===== src/rtl/cpu_bus_arbiter.sv =====
// Two-port (instruction fetch / data) arbiter onto a single shared CPU bus.
// Alternates contended grants, inserts a one-cycle release gap and guards each bus cycle with a watchdog.
module cpu_bus_arbiter #(
  parameter int unsigned TIMEOUT = 1024
) (
  input  logic        i_clock,
  input  logic        i_reset,
  input  logic        i_pa_request,
  input  logic [31:0] i_pa_address,
  output logic [31:0] o_pa_rdata,
  output logic        o_pa_ready,
  input  logic        i_pb_request,
  input  logic        i_pb_rw,
  input  logic [31:0] i_pb_address,
  input  logic [31:0] i_pb_wdata,
  output logic [31:0] o_pb_rdata,
  output logic        o_pb_ready,
  output logic        o_bus_request,
  output logic        o_bus_rw,
  output logic [31:0] o_bus_address,
  output logic [31:0] o_bus_wdata,
  input  logic [31:0] i_bus_rdata,
  input  logic        i_bus_ready,
  output logic        o_timeout
);

  localparam logic [1:0] IDLE    = 2'd0;
  localparam logic [1:0] BUS_A   = 2'd1;
  localparam logic [1:0] BUS_B   = 2'd2;
  localparam logic [1:0] RELEASE = 2'd3;

  localparam logic GRANT_A = 1'b0;
  localparam logic GRANT_B = 1'b1;

  localparam logic        WD_EN   = (TIMEOUT != 0);
  localparam logic [15:0] WD_LAST = (TIMEOUT == 0) ? 16'd0 : 16'(TIMEOUT - 1);

  logic [1:0]  state_q, state_d;
  logic        lastGrant_q, lastGrant_d;
  logic [15:0] wdCount_q, wdCount_d;
  logic        timeout_q, timeout_d;
  logic        grantReq;
  logic        wdExpired;

  always_comb begin
    grantReq  = (state_q == BUS_A) ? i_pa_request : i_pb_request;
    wdExpired = WD_EN && (wdCount_q == WD_LAST);
  end

  // A dropped request aborts before ready is considered; ready beats the watchdog.
  always_comb begin
    state_d     = state_q;
    lastGrant_d = lastGrant_q;
    wdCount_d   = wdCount_q;
    timeout_d   = timeout_q;
    case (state_q)
      IDLE: begin
        if (i_pa_request && (!i_pb_request || lastGrant_q == GRANT_B)) begin
          state_d     = BUS_A;
          lastGrant_d = GRANT_A;
          wdCount_d   = 16'd0;
        end else if (i_pb_request) begin
          state_d     = BUS_B;
          lastGrant_d = GRANT_B;
          wdCount_d   = 16'd0;
        end
      end
      BUS_A, BUS_B: begin
        if (!grantReq) begin
          state_d = RELEASE;
        end else if (i_bus_ready) begin
          state_d = RELEASE;
        end else if (wdExpired) begin
          state_d   = RELEASE;
          timeout_d = 1'b1;
        end else begin
          wdCount_d = wdCount_q + 16'd1;
        end
      end
      default: state_d = IDLE;
    endcase
  end

  always_ff @(posedge i_clock or posedge i_reset) begin
    if (i_reset) begin
      state_q     <= IDLE;
      lastGrant_q <= GRANT_B;
      wdCount_q   <= 16'd0;
      timeout_q   <= 1'b0;
    end else begin
      state_q     <= state_d;
      lastGrant_q <= lastGrant_d;
      wdCount_q   <= wdCount_d;
      timeout_q   <= timeout_d;
    end
  end

  always_comb begin
    o_bus_request = 1'b0;
    o_bus_rw      = 1'b0;
    o_bus_address = 32'h0;
    o_bus_wdata   = 32'h0;
    o_pa_ready    = 1'b0;
    o_pa_rdata    = 32'h0;
    o_pb_ready    = 1'b0;
    o_pb_rdata    = 32'h0;
    case (state_q)
      BUS_A: begin
        o_bus_request = 1'b1;
        o_bus_address = i_pa_address;
        if (i_bus_ready && i_pa_request) begin
          o_pa_ready = 1'b1;
          o_pa_rdata = i_bus_rdata;
        end
      end
      BUS_B: begin
        o_bus_request = 1'b1;
        o_bus_rw      = i_pb_rw;
        o_bus_address = i_pb_address;
        o_bus_wdata   = i_pb_wdata;
        if (i_bus_ready && i_pb_request) begin
          o_pb_ready = 1'b1;
          o_pb_rdata = i_bus_rdata;
        end
      end
      default: ;
    endcase
    o_timeout = timeout_q;
  end

endmodule


===== config.mk =====
export PLATFORM = sky130hd
export DESIGN_NAME = cpu_bus_arbiter
export DESIGN_NICKNAME = d
export VERILOG_FILES = /design/src/rtl/cpu_bus_arbiter.sv
export SDC_FILE = /design/constraint.sdc
export NUM_CORES = 1
export LEC_CHECK = 0
export CAP_MARGIN = 20
export CORE_AREA = 10 10 96 98
export DETAILED_ROUTE_END_ITERATION = 10
export DIE_AREA = 0 0 106 108
export DONT_BUFFER_PORTS = 1
export GPL_TIMING_DRIVEN = 0
export PLACE_DENSITY = 0.43
export SYNTH_ARGS = -nofsm -noshare
export SYNTH_HDL_FRONTEND = slang
export SYNTH_SLANG_ARGS = --single-unit

===== constraint.sdc =====
create_clock -name i_clock -period 3.25 [get_ports i_clock]
set_input_delay 0.4875 -clock i_clock [delete_from_list [all_inputs] [get_ports i_clock]]
set_output_delay 0.4875 -clock i_clock [all_outputs]
set_load 0.005 [all_outputs]

==> results of run 1 <==
==> cell usage in the layout (no fill, tap or decap), drive strengths merged, types with 2 or more instances in the layout <==
cell	n
and2	99
nor2	41
a22oi	32
clkbuf	21
dfrtp	19
nand2	11
o21ai	10
a21oi	9
buf	8
nand3	7
nand4	5
inv	5
and3	5
ha	5
o31ai	4
nor4	4
mux2i	3
a31oi	3
xor2	2
a41o	2
mux2	2
a22o	2
nor3	2
==> power by group through the flow <==
stage               Clock, mW  Sequential [mW]  Combinational, mW
finish                  0.194            0.381               1.47
CTS                     0.202            0.381               1.49
global route            0.216            0.393               1.65
floorplan                   0            0.370               1.13
detailed placement          0            0.385               1.49
global placement            0            0.387               1.48
==> per-layer routing <==
layer	up-vias	wire length (um)	global-route usage
met5	-	0	0
met4	0	71	0.03288
met3	6	883	0.04938
met2	112	5621	0.2911
met1	1142	4020	0.1922
li1	1096	-	-
==> state kept, by name (all words and copies together) (netlist names) <==
| name | count |
|---|---|
| lastGrant_q | 1 |
| o_timeout | 1 |
| state_q | 2 |
| wdCount_q | 16 |
==> metrics by stage <==
step / std cells / hold WS, ns / instance area [sq um] / utilization / total power [mW]
global route: 420 / 0.2942 / 2536 / 0.3406 / 2.262
global placement: 416 / 0.5146 / 2481 / 0.3332 / 1.869
detailed placement: 416 / 0.5128 / 2481 / 0.3332 / 1.873
floorplan: 314 / 0.4506 / 2354 / - / 1.505
finish: 420 / 0.2602 / 2536 / 0.3406 / 2.049
CTS: 420 / 0.2877 / 2536 / 0.3406 / 2.077
==> kinds of logic after synthesis <==
logic type	after synthesis	synth area share
xor gates and xnor gates	2	0.007444
muxes	5	0.02552
AOI/OAI and AO/OA	70	0.2132
DFF	20	0.2132
buffers and inverters	30	0.05635
and+or+nand+nor	182	0.4577
adders and majority gates	5	0.02658
==> cell type report <==
| class | count | area [sq um] | area share |
|---|---|---|---|
| multi-input combinational | 264 | 1719 | 0.6779 |
| sequential | 20 | 501.7 | 0.1978 |
| tap | 102 | 127.6 | 0.05032 |
| buffer | 25 | 113.9 | 0.04489 |
| clock buffer | 4 | 55.05 | 0.02171 |
| inverter | 5 | 18.77 | 0.007400 |
==> worst paths after layout <==
kind | endpoint | slack, ns | cells after the start
worst max-delay path | o_bus_address[0] | 0.33 | 7
worst min-delay path | wdCount_q[3] | 0.26 | 1
worst max register to register | wdCount_q[8] | 0.88 | 9
worst min register to register | o_timeout | 0.52 | 1
max in group asynchronous | wdCount_q[13] | 2.49 | 1
min in group i_clock | lastGrant_q | 0.29 | 1
==> impl_metrics.toml, run 1 <==
[clock_tree]
cts_buffers = 3
cts_tree = "done"
clk_pin_slew_ns = 0.08
clkLatencyLatePin_ns = 0.26
cts_setup_buffers = 0
htreeDepth = 1
clock-root-buffer = "clkbuf_8"
holdBufCountCts = 0
cts.sinks = 20
cts.repair.resized = 0
clock_path_buffers = 2

[power]
ir_drop_v = 0.0002278
p_switching_mw = 1.098
power.internal_mw = 0.9501
powerDensity_mw_per_mm2 = 807.8
seq_power_share = 0.186
pwr-share-clk = 0.095
netSwitchingFraction = 0.5362
combPwrFrac = 0.719
p_leak_nw = 1.078

[placement]
port_buffers = 0
place_congestion = 0.8688
place_ws_ns = 0.5732
dp_hpwl_mm = 9.146

[setup_path]
reg2reg_from = "state_q[0]"
cpMaxStageDelayCell = "clkbuf_1"
worstPathArrival_ns = 2.44
crit_chain = "inv_1 > ha_1 > buf_4 > inv_1 > clkbuf_1 > buf_1 > nor2_1"
cp_top_family = "buffers and inverters"
critPathMaxFanout = 10
critPathBufInv = 5
slowest_delay_ns = 0.45
worst_setup_path_start_kind = "flop"
required_ns = 2.76
crit_path_frequent_cell = "inv_1"
crit_path_start = "state_q[0]"
criticalPathCategory = "flop to output port"
end_kind = "output port"

[final_layout]
nFillCells = 782
drive_above_1_share = 0.07233
n_antenna_cell = 0
syn2layout_area_growth_pct = 7.762
fin_nets = 458

[global_routing]
grt_overflow = 0
antenna_found_initial = 0
grt_max_degree = 21
grt_pass1_wl_mm = 15.51
first_global_vias = 2307
grt_use_total = 0.1641

[yosys]
synth_warnings = 0
syn-instance-count = 314
synthTopCellsByCount = "and2_1 (98), nor2_1 (41), a22oi_1 (32)"
synth_nets = 453
netlist_area_sq_mm = 0.002354
yosys.area.top_type = "and2_1"
syn-mean-instance-area_sq_um = 7.495
synth.most_common_cell = "and2_1"
yosys-top-cells-area = "and2_1 (26%), dfrtp_1 (20%), a22oi_1 (10%), nor2_1 (6.5%), clkbuf_1 (2.7%)"
synthArstFlopShare = 1.000
synth-edff-count = 0
ys_seq_area_frac = 0.2132
synthFlopType = "dfrtp_1"
ys_ff_latch = 20
ys_types = 49
synth_top_area_share = 0.2605

[floorplan]
core_sq_mm = 0.007447
std_cell_rows = 32
die_h_um = 108
start_util = 0.3160
die_area_sq_mm = 0.01145
die_x_um = 106
io_pins = 267

[route]
via_per_inst = 5.610
num_vias = 2356
totalWireLength_mm = 10.60
wl_per_cell_um = 25.23
ant_nets = 0
firstDrtPassIters = 4
drt_iter0_markers = 207
route.detailed.drc = 0

[run]
drv_cap = 0

[sta]
clock_skew_ns = 0.002609
period_minus_slack_ns = 2.925
finalMaxSlewViolations = 0
fmax_mhz = 341.9
fin_ws_ns = 0.3254
fin_crit_sh = 0.8999
setup-tns-final_ns = 0
hold_viol_final = 0
tightest_slew_ns = 0.7926
relSlewSlack = 0.4710
rsz0062_at_grt = "false"
setup_viol = 0

[hold_path]
holdCritPathClass = "input pin to asynchronous set/reset pin"

[status]
status = "finished clean"
(Power assumes the default switching activity.)
==> run 2: changes to the inputs <==
- CAP_MARGIN: 20 -> unset
==> results of run 2 <==
Final layout, timing and power as in run 1 (identical DEF).
==> run 3: changes to the inputs <==
- CTS_CLUSTER_SIZE: unset -> 24
==> results of run 3 <==
Final layout, timing and power as in run 1 (identical DEF).
